File: src/rtl/line_fill_buf.sv
// -----------------------------------------------------------------------------
// line_fill_buf
//   D-cache line-fill buffer. It collects the AXI read beats of a missed line
//   into a LINE_BYTES-wide register, optionally in critical-word-first (wrap)
//   order. On a store miss it merges the CPU store into the target word while
//   filling. The target word is forwarded early, r_last framing is checked,
//   and the complete line is then presented to the cache data RAM.
//
// Ports
//   clk, rstn            clock (rising edge), asynchronous active-low reset
//   start                fill request, sampled only while idle
//   start_addr           miss address; word index = addr[log2(LINE_BYTES)-1:2]
//   start_op             0 = load miss, 1 = store miss
//   start_wstrb/_wdata   store byte strobes and store data
//   r_data/r_valid/r_last/r_ready   AXI read-data channel
//   busy                 a fill is in progress (FILL or DONE)
//   word_valid           1-cycle pulse: target word has arrived
//   word_data            target word after store merge, held until overwritten
//   line_data            assembled line, word 0 in bits [31:0]
//   fill_done            1-cycle pulse: line_data complete and stable
//   fill_err             sticky per fill: r_last framing error
// -----------------------------------------------------------------------------
module line_fill_buf #(
   parameter int LINE_BYTES = 64,
   parameter int BUS_WIDTH  = 32,
   parameter bit WRAP       = 1'b1
) (
   input  logic                    clk,
   input  logic                    rstn,
   input  logic                    start,
   input  logic [31:0]             start_addr,
   input  logic                    start_op,
   input  logic [3:0]              start_wstrb,
   input  logic [31:0]             start_wdata,
   input  logic [BUS_WIDTH-1:0]    r_data,
   input  logic                    r_valid,
   input  logic                    r_last,
   output logic                    r_ready,
   output logic                    busy,
   output logic                    word_valid,
   output logic [31:0]             word_data,
   output logic [LINE_BYTES*8-1:0] line_data,
   output logic                    fill_done,
   output logic                    fill_err
);

   localparam int BEATS    = LINE_BYTES * 8 / BUS_WIDTH;
   localparam int WPB      = BUS_WIDTH / 32;
   localparam int WORDS    = LINE_BYTES / 4;
   localparam int CNT_W    = (BEATS > 1) ? $clog2(BEATS) : 1;
   localparam int WIDX_W   = (WORDS > 1) ? $clog2(WORDS) : 1;
   localparam int LANE_SH  = $clog2(WPB);

   typedef enum logic [1:0] {S_IDLE, S_FILL, S_DONE} state_t;

   state_t              r_state;
   state_t              w_state_nxt;
   logic [CNT_W-1:0]    r_cnt;
   logic [WIDX_W-1:0]   r_tword;
   logic                r_op;
   logic [3:0]          r_wstrb;
   logic [31:0]         r_wdata;
   logic                r_rdy;
   logic                r_wv;
   logic [31:0]         r_word;
   logic [LINE_BYTES*8-1:0] r_line;
   logic                r_err;

   logic [WIDX_W-1:0]   w_tword_in;
   logic [CNT_W-1:0]    w_first;
   logic [CNT_W-1:0]    w_tbeat;
   logic [31:0]         w_sum;
   logic [CNT_W-1:0]    w_slot;
   logic [31:0]         w_lane;
   logic                w_hit;
   logic                w_acc;
   logic                w_is_last;
   logic                w_fin;
   logic [BUS_WIDTH-1:0] w_beat;
   logic [31:0]         w_tgt;

   // Byte-wise store merge; a load miss passes the returned word through.
   function automatic logic [31:0] f_merge(input logic [31:0] rd, input logic op,
                                           input logic [3:0] strb, input logic [31:0] wd);
      logic [31:0] res;
      res = rd;
      for (int b = 0; b < 4; b++) begin
         if (op && strb[b]) res[8*b +: 8] = wd[8*b +: 8];
      end
      return res;
   endfunction

   // Word index within the line; the full address is shifted and masked so the
   // field width follows LINE_BYTES.
   assign w_tword_in = WIDX_W'((start_addr >> 2) & 32'(WORDS - 1));

   assign w_tbeat   = CNT_W'(32'(r_tword) >> LANE_SH);
   assign w_first   = WRAP ? w_tbeat : '0;
   // BEATS is a power of two, so masking implements the modulo wrap.
   assign w_sum     = 32'(w_first) + 32'(r_cnt);
   assign w_slot    = CNT_W'(w_sum & 32'(BEATS - 1));
   assign w_lane    = 32'(r_tword) & 32'(WPB - 1);
   assign w_hit     = (w_slot == w_tbeat);
   assign w_acc     = r_valid && r_rdy;
   assign w_is_last = (r_cnt == CNT_W'(BEATS - 1));
   // A fill ends on the last expected beat or on an early r_last.
   assign w_fin     = w_acc && (w_is_last || r_last);

   always_comb begin
      w_beat = r_data;
      w_tgt  = '0;
      for (int l = 0; l < WPB; l++) begin
         if (w_hit && (32'(l) == w_lane)) begin
            w_tgt                = f_merge(r_data[l*32 +: 32], r_op, r_wstrb, r_wdata);
            w_beat[l*32 +: 32]   = w_tgt;
         end
      end
   end

   always_ff @(posedge clk or negedge rstn) begin
      if (!rstn) r_state <= S_IDLE;
      else       r_state <= w_state_nxt;
   end

   always_comb begin
      w_state_nxt = r_state;
      case (r_state)
         S_IDLE:  if (start) w_state_nxt = S_FILL;
         S_FILL:  if (w_fin) w_state_nxt = S_DONE;
         S_DONE:  w_state_nxt = S_IDLE;
         default: w_state_nxt = S_IDLE;
      endcase
   end

   always_ff @(posedge clk or negedge rstn) begin
      if (!rstn) begin
         r_cnt   <= '0;
         r_tword <= '0;
         r_op    <= 1'b0;
         r_wstrb <= '0;
         r_wdata <= '0;
         r_rdy   <= 1'b0;
         r_wv    <= 1'b0;
         r_word  <= '0;
         r_line  <= '0;
         r_err   <= 1'b0;
      end else begin
         r_wv  <= 1'b0;
         r_rdy <= 1'b0;
         case (r_state)
            S_IDLE: begin
               if (start) begin
                  r_tword <= w_tword_in;
                  r_op    <= start_op;
                  r_wstrb <= start_wstrb;
                  r_wdata <= start_wdata;
                  r_cnt   <= '0;
                  r_err   <= 1'b0;
               end
            end
            S_FILL: begin
               // Ready is registered: low on the entry cycle, low again after the final beat.
               r_rdy <= !w_fin;
               if (w_acc) begin
                  for (int s = 0; s < BEATS; s++) begin
                     if (w_slot == CNT_W'(s)) r_line[s*BUS_WIDTH +: BUS_WIDTH] <= w_beat;
                  end
                  if (w_hit) begin
                     r_word <= w_tgt;
                     r_wv   <= 1'b1;
                  end
                  r_cnt <= r_cnt + 1'b1;
                  if (w_fin && (r_last != w_is_last)) r_err <= 1'b1;
               end
            end
            default: ;
         endcase
      end
   end

   assign r_ready    = r_rdy;
   assign busy       = (r_state != S_IDLE);
   assign word_valid = r_wv;
   assign word_data  = r_word;
   assign line_data  = r_line;
   assign fill_done  = (r_state == S_DONE);
   assign fill_err   = r_err;

endmodule
File: config.mk
export PLATFORM = sky130hd
export DESIGN_NAME = line_fill_buf
export DESIGN_NICKNAME = d
export VERILOG_FILES = /design/src/rtl/line_fill_buf.sv
export SDC_FILE = /design/constraint.sdc
export NUM_CORES = 1
export LEC_CHECK = 0
export BUFFER_PORTS_ARGS = -buffer_cell sky130_fd_sc_hd__buf_2
export CAP_MARGIN = 20
export CORE_AREA = 5 5 250 252
export DETAILED_ROUTE_END_ITERATION = 16
export DIE_AREA = 0 0 255 257
export MAX_ROUTING_LAYER = met4
export PLACE_DENSITY_LB_ADDON = 0.15
export SYNTH_ARGS = -nofsm -noshare
export SYNTH_HDL_FRONTEND = slang
export SYNTH_SLANG_ARGS = --single-unit
File: constraint.sdc
create_clock -name clk -period 2.67 [get_ports clk]
set_input_delay 0.4005 -clock clk [delete_from_list [all_inputs] [get_ports clk]]
set_output_delay 0.4005 -clock clk [all_outputs]
set_load 0.05 [all_outputs]
==> impl_metrics.sql, run 1 <==
INSERT INTO impl_metrics (metric_group, metric, value, unit) VALUES
('route', 'number_of_drc_violations_after_detailed_routing', '0', ''),
('timing', 'max_clock_freq', '389', 'MHz'),
('critical_path', 'reg2reg_depth', '8', ''),
('logic_synthesis', 'muxShareOfSynthArea', '4.98', '%'),
('logic_synthesis', 'ys_warn_count', '0', ''),
('die', 'io_pins', '655', ''),
('placement', 'detailedPlacementHpwl', '58.4', 'mm'),
('clock_network', 'cts.sink_count', '594', ''),
('route', 'wl_per_cell', '23.3', 'microns'),
('critical_path', 'worstPathRequired', '3.14', 'ns'),
('logic_synthesis', 'seq_area_frac_synth', '67.1', '%'),
('logic_synthesis', 'synth.net_count', '2142', ''),
('hold_path', 'timing.hold.worst.class', 'input port to register', ''),
('logic_synthesis', 'synth_ff_type', 'sky130_fd_sc_hd__dfrtp_1', ''),
('timing', 'worst_slew_margin_rel', '64.2', '%'),
('clock_network', 'cts_tree', 'done', ''),
('route', 'total_length_of_routed_wires', '83.2', 'mm'),
('route', 'detailedRoute.firstIterationViolations', '1184', ''),
('timing', 'report.final.slew_viol_count', '0', ''),
('critical_path', 'critical_path_arrival', '3.04', 'ns'),
('critical_path', 'worst_path_largest_cell_delay', '0.66', 'ns'),
('logic_synthesis', 'synthDistinctLibCells', '43', ''),
('logic_synthesis', 'synth.cell_area', '0.0222', 'sq mm'),
('clock_network', 'cts-buffers-inserted', '61', ''),
('layout', 'fillerInstances', '5618', ''),
('route', 'dr_total_vias', '18100', ''),
('layout', 'layout.cells.most_common_list', '625 x sky130_fd_sc_hd__buf_2, 594 x sky130_fd_sc_hd__dfrtp_1, 328 x sky130_fd_sc_hd__nand2_1', ''),
('placement', 'routabilityCongestion', '0.855', ''),
('layout', 'register_area', '0.0149', 'sq mm'),
('placement', 'placement.setup.worst_slack', '-0.0888', 'ns'),
('timing', 'finClkSkew', '0.0200', 'ns'),
('die', 'floorplan.rows', '90', ''),
('timing', 'finalSetupViolCount', '0', ''),
('timing', 'worstMarginPinSlew', '0.538', 'ns'),
('status', 'status', 'finished clean', ''),
('clock_network', 'cts.root.buffer_cell', 'sky130_fd_sc_hd__clkbuf_16', ''),
('layout', 'layoutNonFillerInstCount', '3568', ''),
('route', 'final_antenna_net_count', '0', ''),
('die', 'core_area', '0.0599', 'sq mm'),
('grt', 'globalRouteOverflowTotal', '0', ''),
('logic_synthesis', 'largest_family_of_logic_cells_by_synthesized_area', 'compound AO/OA/AOI/OAI gates', ''),
('grt', 'global_route_wire_length_before_repair', '119', 'mm'),
('layout', 'layout.cells.most_common', 'sky130_fd_sc_hd__buf_2', ''),
('logic_synthesis', 'post_synth_xor_area_fraction', '0.260', '%'),
('die', 'initial_utilization', '37.0', '%'),
('grt', 'antenna_found_initial', '10', ''),
('timing', 'finalCriticalPeriod', '2.57', 'ns'),
('grt', 'pin_count_of_the_biggest_net_entering_global_routing', '66', ''),
('die', 'die_y', '257', 'microns'),
('layout', 'multi_input_gate_area', '0.00693', 'sq mm'),
('logic_synthesis', 'synthesis.area_per_instance', '10.9', 'sq um'),
('run', 'max-cap-violations', '0', ''),
('placement', 'io_buffers', '626', ''),
('layout', 'area.growth.synth_to_final', '36.2', '%'),
('route', 'tritonroute_pass_1_iters', '8', ''),
('route', 'via_per_inst', '5.06', ''),
('die', 'design.die.area', '0.0655', 'sq mm'),
('grt', 'track_usage', '24.8', '%'),
('critical_path', 'timing.rr.end', 'line_data[447]', ''),
('critical_path', 'crit_end_category', 'register', ''),
('timing', 'hold_viol_final', '0', ''),
('clock_network', 'worst_setup_hold_path_clk_slew', '0.06', 'ns'),
('layout', 'layout.nets', '2840', ''),
('logic_synthesis', 'simple_gate_area_share_of_the_yosys_netlist', '10.5', '%'),
('critical_path', 'timing.critical_path.to', 'line_data[447]', ''),
('critical_path', 'critical-path-slowest-cell', 'sky130_fd_sc_hd__or4_2', ''),
('grt', 'grt_pass1_vias', '18000', ''),
('critical_path', 'critical_path_class', 'register to register', ''),
('placement', 'dpl_cell_area', '0.0276', 'sq mm'),
('die', 'floorplan.die.width', '255', 'microns'),
('layout', 'final_layout_size_suffix_gt1_share', '34.8', '%');
[cell usage after synthesis (2+ instances only)]
library cell	number	share of area [%]
sky130_fd_sc_hd__a21oi_2	3	0.12
sky130_fd_sc_hd__dfrtp_1	594	67
sky130_fd_sc_hd__buf_1	3	0.051
sky130_fd_sc_hd__nand2b_1	4	0.11
sky130_fd_sc_hd__buf_2	16	0.36
sky130_fd_sc_hd__xor2_1	2	0.079
sky130_fd_sc_hd__or2_2	2	0.056
sky130_fd_sc_hd__buf_4	30	1.0
sky130_fd_sc_hd__nor3_1	4	0.090
sky130_fd_sc_hd__o21ai_1	3	0.068
sky130_fd_sc_hd__or4_1	6	0.20
sky130_fd_sc_hd__mux2i_1	64	2.9
sky130_fd_sc_hd__o21ai_0	320	7.2
sky130_fd_sc_hd__ha_1	6	0.34
sky130_fd_sc_hd__and3_1	2	0.056
sky130_fd_sc_hd__nand2_1	328	5.6
sky130_fd_sc_hd__clkbuf_1	103	1.7
sky130_fd_sc_hd__a211o_1	2	0.079
sky130_fd_sc_hd__inv_1	9	0.15
sky130_fd_sc_hd__xnor2_1	2	0.079
sky130_fd_sc_hd__a211oi_1	3	0.10
sky130_fd_sc_hd__mux2_2	41	2.1
sky130_fd_sc_hd__nand3_1	3	0.068
sky130_fd_sc_hd__a21oi_1	225	5.1
sky130_fd_sc_hd__o2111ai_4	4	0.47
sky130_fd_sc_hd__nor2_1	232	3.9
sky130_fd_sc_hd__nand4b_1	2	0.079
[layout make-up]
| class | instances | area share [%] |
|---|---|---|
| Clock buffer | 83 | 5.74 |
| Timing Repair Buffer | 787 | 17.6 |
| Inverter | 9 | 0.112 |
| Antenna cell | 9 | 0.0746 |
| Multi-Input combinational cell | 1274 | 23.0 |
| Sequential cell | 594 | 49.3 |
| Clock inverter | 30 | 0.991 |
| Tap cell | 782 | 3.24 |
[worst max-delay path: cells and delay by family (launching register included)]
kind                       cells  cell delay [ns]
and+or+nand+nor                3             0.95
adders and majority gates      2             0.61
DFF                            1             0.39
buffers and inverters          1             0.23
xor gates and xnor gates       1             0.17
AOI/OAI and AO/OA              1             0.08
[how the worst min path moves through the flow]
stage                   startpoint              to  slack [ns]  depth (start not counted)
finish              start_wdata[3]      r_wdata[3]        0.03                          2
global route        start_wdata[3]      r_wdata[3]       0.004                          2
CTS                 start_wdata[3]      r_wdata[3]      0.0009                          2
detailed placement            rstn  line_data[268]        0.38                          1
global placement              rstn  line_data[268]        0.37                          1
floorplan                     rstn        fill_err        0.10                          0
[per-layer routing]
layer	global-route usage [%]	vias to the layer above	routed length [microns]
li1	-	8205	-
met1	31.7	9024	34200
met2	40.3	693	40600
met3	5.40	131	5950
met4	6.68	0	2430
met5	-	-	0
[timing repair]
action / CTS / global route
endpoints found under the setup margin: 292 / 265
resized for setup: 8 / 10
endpoints found under the hold margin: 64 / 0
pin swaps: 2 / 2
hold buffers: 29 / 0
cloned: 1 / 3
setup buffers: 1 / 4
[cell families after synthesis]
family,count (synthesis)
mux,105
simple gates,592
flops,594
xor+xnor,5
buf+inv,161
compound gates,565
fa+ha+maj,7
[stage by stage]
step            TNS, ns  utilization (%)  hold slack [ns]
6_report              0             50.4           0.0344
5_1_grt        -0.00506             50.4          0.00448
4_1_cts               0             50.1         0.000876
3_5_place_dp      -5.75             46.1            0.378
3_3_place_gp     -0.843             46.1            0.372
2_1_floorplan         0                -            0.105
[registers in the layout (all words and copies together), names as in the netlist]
name	count
r_wstrb	4
word_data	32
r_op	1
r_state	2
fill_err	1
r_cnt	4
r_ready	1
r_wdata	32
r_tword	4
word_valid	1
line_data	512
Power of run 1 is not shown: default switching activity piles up to over one toggle a cycle in this logic, so the estimate is an artifact.
==> inputs of run 2 (changes only) <==
--- a/config.mk
+++ b/config.mk
@@ -7,9 +7,11 @@
 export LEC_CHECK = 0
 export BUFFER_PORTS_ARGS = -buffer_cell sky130_fd_sc_hd__buf_2
 export CAP_MARGIN = 20
-export CORE_AREA = 5 5 250 252
+export CELL_PAD_IN_SITES_DETAIL_PLACEMENT = 1
+export CELL_PAD_IN_SITES_GLOBAL_PLACEMENT = 1
+export CORE_MARGIN = 5
+export CORE_UTILIZATION = 36
 export DETAILED_ROUTE_END_ITERATION = 16
-export DIE_AREA = 0 0 255 257
 export MAX_ROUTING_LAYER = met4
 export PLACE_DENSITY_LB_ADDON = 0.15
 export SYNTH_ARGS = -nofsm -noshare
==> run 2 against run 1 <==
Effect of this change: routed wire length rose by 8.3%; die area rose by 1.6%; core utilization fell by 1.3 points; critical endpoint is now line_data[406].
==> impl_metrics.sql, run 2 (synthesis results as in run 1) <==
INSERT INTO impl_metrics (metric_group, metric, value, unit) VALUES
('critical_path', 'startpoint', 'r_cnt[0]', ''),
('route', 'total_length_of_routed_wires', '90.1', 'mm'),
('layout', 'fillerInstances', '6785', ''),
('layout', 'largest_register_ffs', '512', ''),
('timing', 'finClkSkew', '0.0218', 'ns'),
('status', 'status', 'finished clean', ''),
('route', 'via_per_inst', '5.11', ''),
('placement', 'placement.setup.worst_slack', '-0.303', 'ns'),
('die', 'initial_utilization', '36.1', '%'),
('route', 'wl_per_cell', '25.4', 'microns'),
('timing', 'hold_viol_final', '0', ''),
('die', 'core_area', '0.0614', 'sq mm'),
('clock_network', 'cts.root.buffer_cell', 'sky130_fd_sc_hd__clkbuf_16', ''),
('die', 'design.die.area', '0.0666', 'sq mm'),
('critical_path', 'timing.critical_path.fanout_max', '32', ''),
('layout', 'area.growth.synth_to_final', '35.8', '%'),
('timing', 'finalSetupViolCount', '0', ''),
('critical_path', 'critical_path_class', 'register to register', ''),
('route', 'detailedRoute.firstIterationViolations', '1172', ''),
('critical_path', 'crit-reg2reg-launch', 'r_cnt[0]', ''),
('critical_path', 'r2r_slack', '0.08', 'ns'),
('critical_path', 'crit_end_category', 'register', ''),
('layout', 'final_layout_size_suffix_gt1_share', '35.2', '%'),
('layout', 'layout.cells.most_common_list', '625 x sky130_fd_sc_hd__buf_2, 594 x sky130_fd_sc_hd__dfrtp_1, 328 x sky130_fd_sc_hd__nand2_1', ''),
('hold_path', 'timing.hold.worst.class', 'input port to register', ''),
('die', 'die_y', '258', 'microns'),
('die', 'io_pins', '655', ''),
('critical_path', 'timing.critical_path.from_type', 'register', ''),
('timing', 'worst_slack', '0.0761', 'ns'),
('grt', 'antenna_found_initial', '15', ''),
('grt', 'pin_count_of_the_biggest_net_entering_global_routing', '69', ''),
('timing', 'max_clock_freq', '386', 'MHz'),
('layout', 'layout.nets', '2812', ''),
('run', 'max-cap-violations', '0', ''),
('layout', 'layout.cells.most_common', 'sky130_fd_sc_hd__buf_2', ''),
('route', 'tritonroute_pass_1_iters', '5', ''),
('layout', 'multi_input_gate_area', '0.00696', 'sq mm'),
('layout', 'register_area', '0.0149', 'sq mm'),
('placement', 'io_buffers', '626', ''),
('timing', 'worstMarginPinSlew', '0.514', 'ns'),
('grt', 'grt_pass1_vias', '19400', ''),
('clock_network', 'ctsHtreeMaxLevel', '3', ''),
('hold_path', 'worst_hold_startpoint', 'start_wdata[8]', ''),
('route', 'final_antenna_net_count', '0', ''),
('timing', 'worst_slew_margin_rel', '65.8', '%'),
('grt', 'globalRouteOverflowTotal', '0', ''),
('die', 'floorplan.rows', '91', ''),
('grt', 'track_usage', '26.6', '%'),
('clock_network', 'cts-buffers-inserted', '67', ''),
('critical_path', 'critical_path_arrival', '3.10', 'ns'),
('timing', 'grt_setup_unrepaired', 'true', ''),
('clock_network', 'clk_latency', '0.59', 'ns'),
('timing', 'report.final.slew_viol_count', '0', ''),
('placement', 'routabilityCongestion', '0.845', ''),
('clock_network', 'cts_tree', 'done', ''),
('route', 'dr_total_vias', '18100', ''),
('grt', 'global_route_wire_length_before_repair', '129', 'mm'),
('clock_network', 'ctsLongestPathBuffers', '3', ''),
('timing', 'finalCriticalPeriod', '2.59', 'ns'),
('clock_network', 'cts.sink_count', '594', ''),
('clock_network', 'worst_setup_hold_path_clk_slew', '0.06', 'ns'),
('route', 'number_of_drc_violations_after_detailed_routing', '0', ''),
('timing', 'period_share', '97.2', '%'),
('placement', 'detailedPlacementHpwl', '61.7', 'mm'),
('die', 'floorplan.die.width', '258', 'microns'),
('critical_path', 'worstPathRequired', '3.18', 'ns');
-- run 2: worst paths after layout --
path | cells after the start | endpoint
max | 8 | line_data[406]
min | 2 | r_wdata[8]
max reg2reg | 8 | line_data[406]
min reg2reg | 2 | line_data[173]
max in group asynchronous | 3 | line_data[434]
min in group asynchronous | 2 | line_data[163]
-- run 2: layer usage --
metal  share of wire [%]  wire length, microns  vias up  GRT usage, %
li1                    -                     -     8125             -
met1                  40                 36300     9257          32.5
met2                  49                 44000      580          42.7
met3                 7.2                  6500      141          7.25
met4                 3.7                  3330        0          9.52
met5                   0                     0        -             -
-- run 2: repair_timing --
action / 4_1_cts / 5_1_grt
hold buffers: 1 / 0
hold endpoints to repair: 28 / 0
gates cloned: 0 / 4
pin swaps: 5 / 5
resized for setup: 8 / 15
endpoints found under the setup margin: 413 / 336
buffers inserted: 10 / 3
-- run 2: worst max-delay path: stages, from the launching register on --
cell,delay (ns)
sky130_fd_sc_hd__dfrtp_1,0.39
sky130_fd_sc_hd__ha_1,0.23
sky130_fd_sc_hd__fa_2,0.47
sky130_fd_sc_hd__or4_4,0.60
sky130_fd_sc_hd__nor3_4,0.22
sky130_fd_sc_hd__buf_12,0.15
sky130_fd_sc_hd__clkbuf_16,0.21
sky130_fd_sc_hd__nor2_1,0.08
sky130_fd_sc_hd__a21oi_1,0.13
-- run 2: area by class of cell --
| type | instances | share of cell area, % |
|---|---|---|
| clock inverter | 16 | 0.740 |
| inverter | 9 | 0.112 |
| tap | 790 | 3.28 |
| timing repair buffer | 753 | 16.6 |
| sequential | 594 | 49.4 |
| multi-input combinational | 1274 | 23.1 |
| clock buffer | 96 | 6.67 |
| antenna | 13 | 0.108 |
-- run 2: per-stage QoR --
| step | instances | TNS, ns | cell area, sq um | util (%) | hold slack (ns) |
|---|---|---|---|---|---|
| 2_1_floorplan | 2029 | 0 | 22200 | - | 0.105 |
| 3_3_place_gp | 3402 | -19.22 | 27500 | 44.8 | 0.367 |
| 3_5_place_dp | 3402 | -43.47 | 27500 | 44.8 | 0.357 |
| 4_1_cts | 3525 | 0 | 29900 | 48.7 | 0.0107 |
| 5_1_grt | 3542 | -0.0410 | 30100 | 49.0 | 0.0190 |
| 6_report | 3545 | 0 | 30100 | 49.0 | 0.0500 |
Power of run 2 is left out for the same reason.
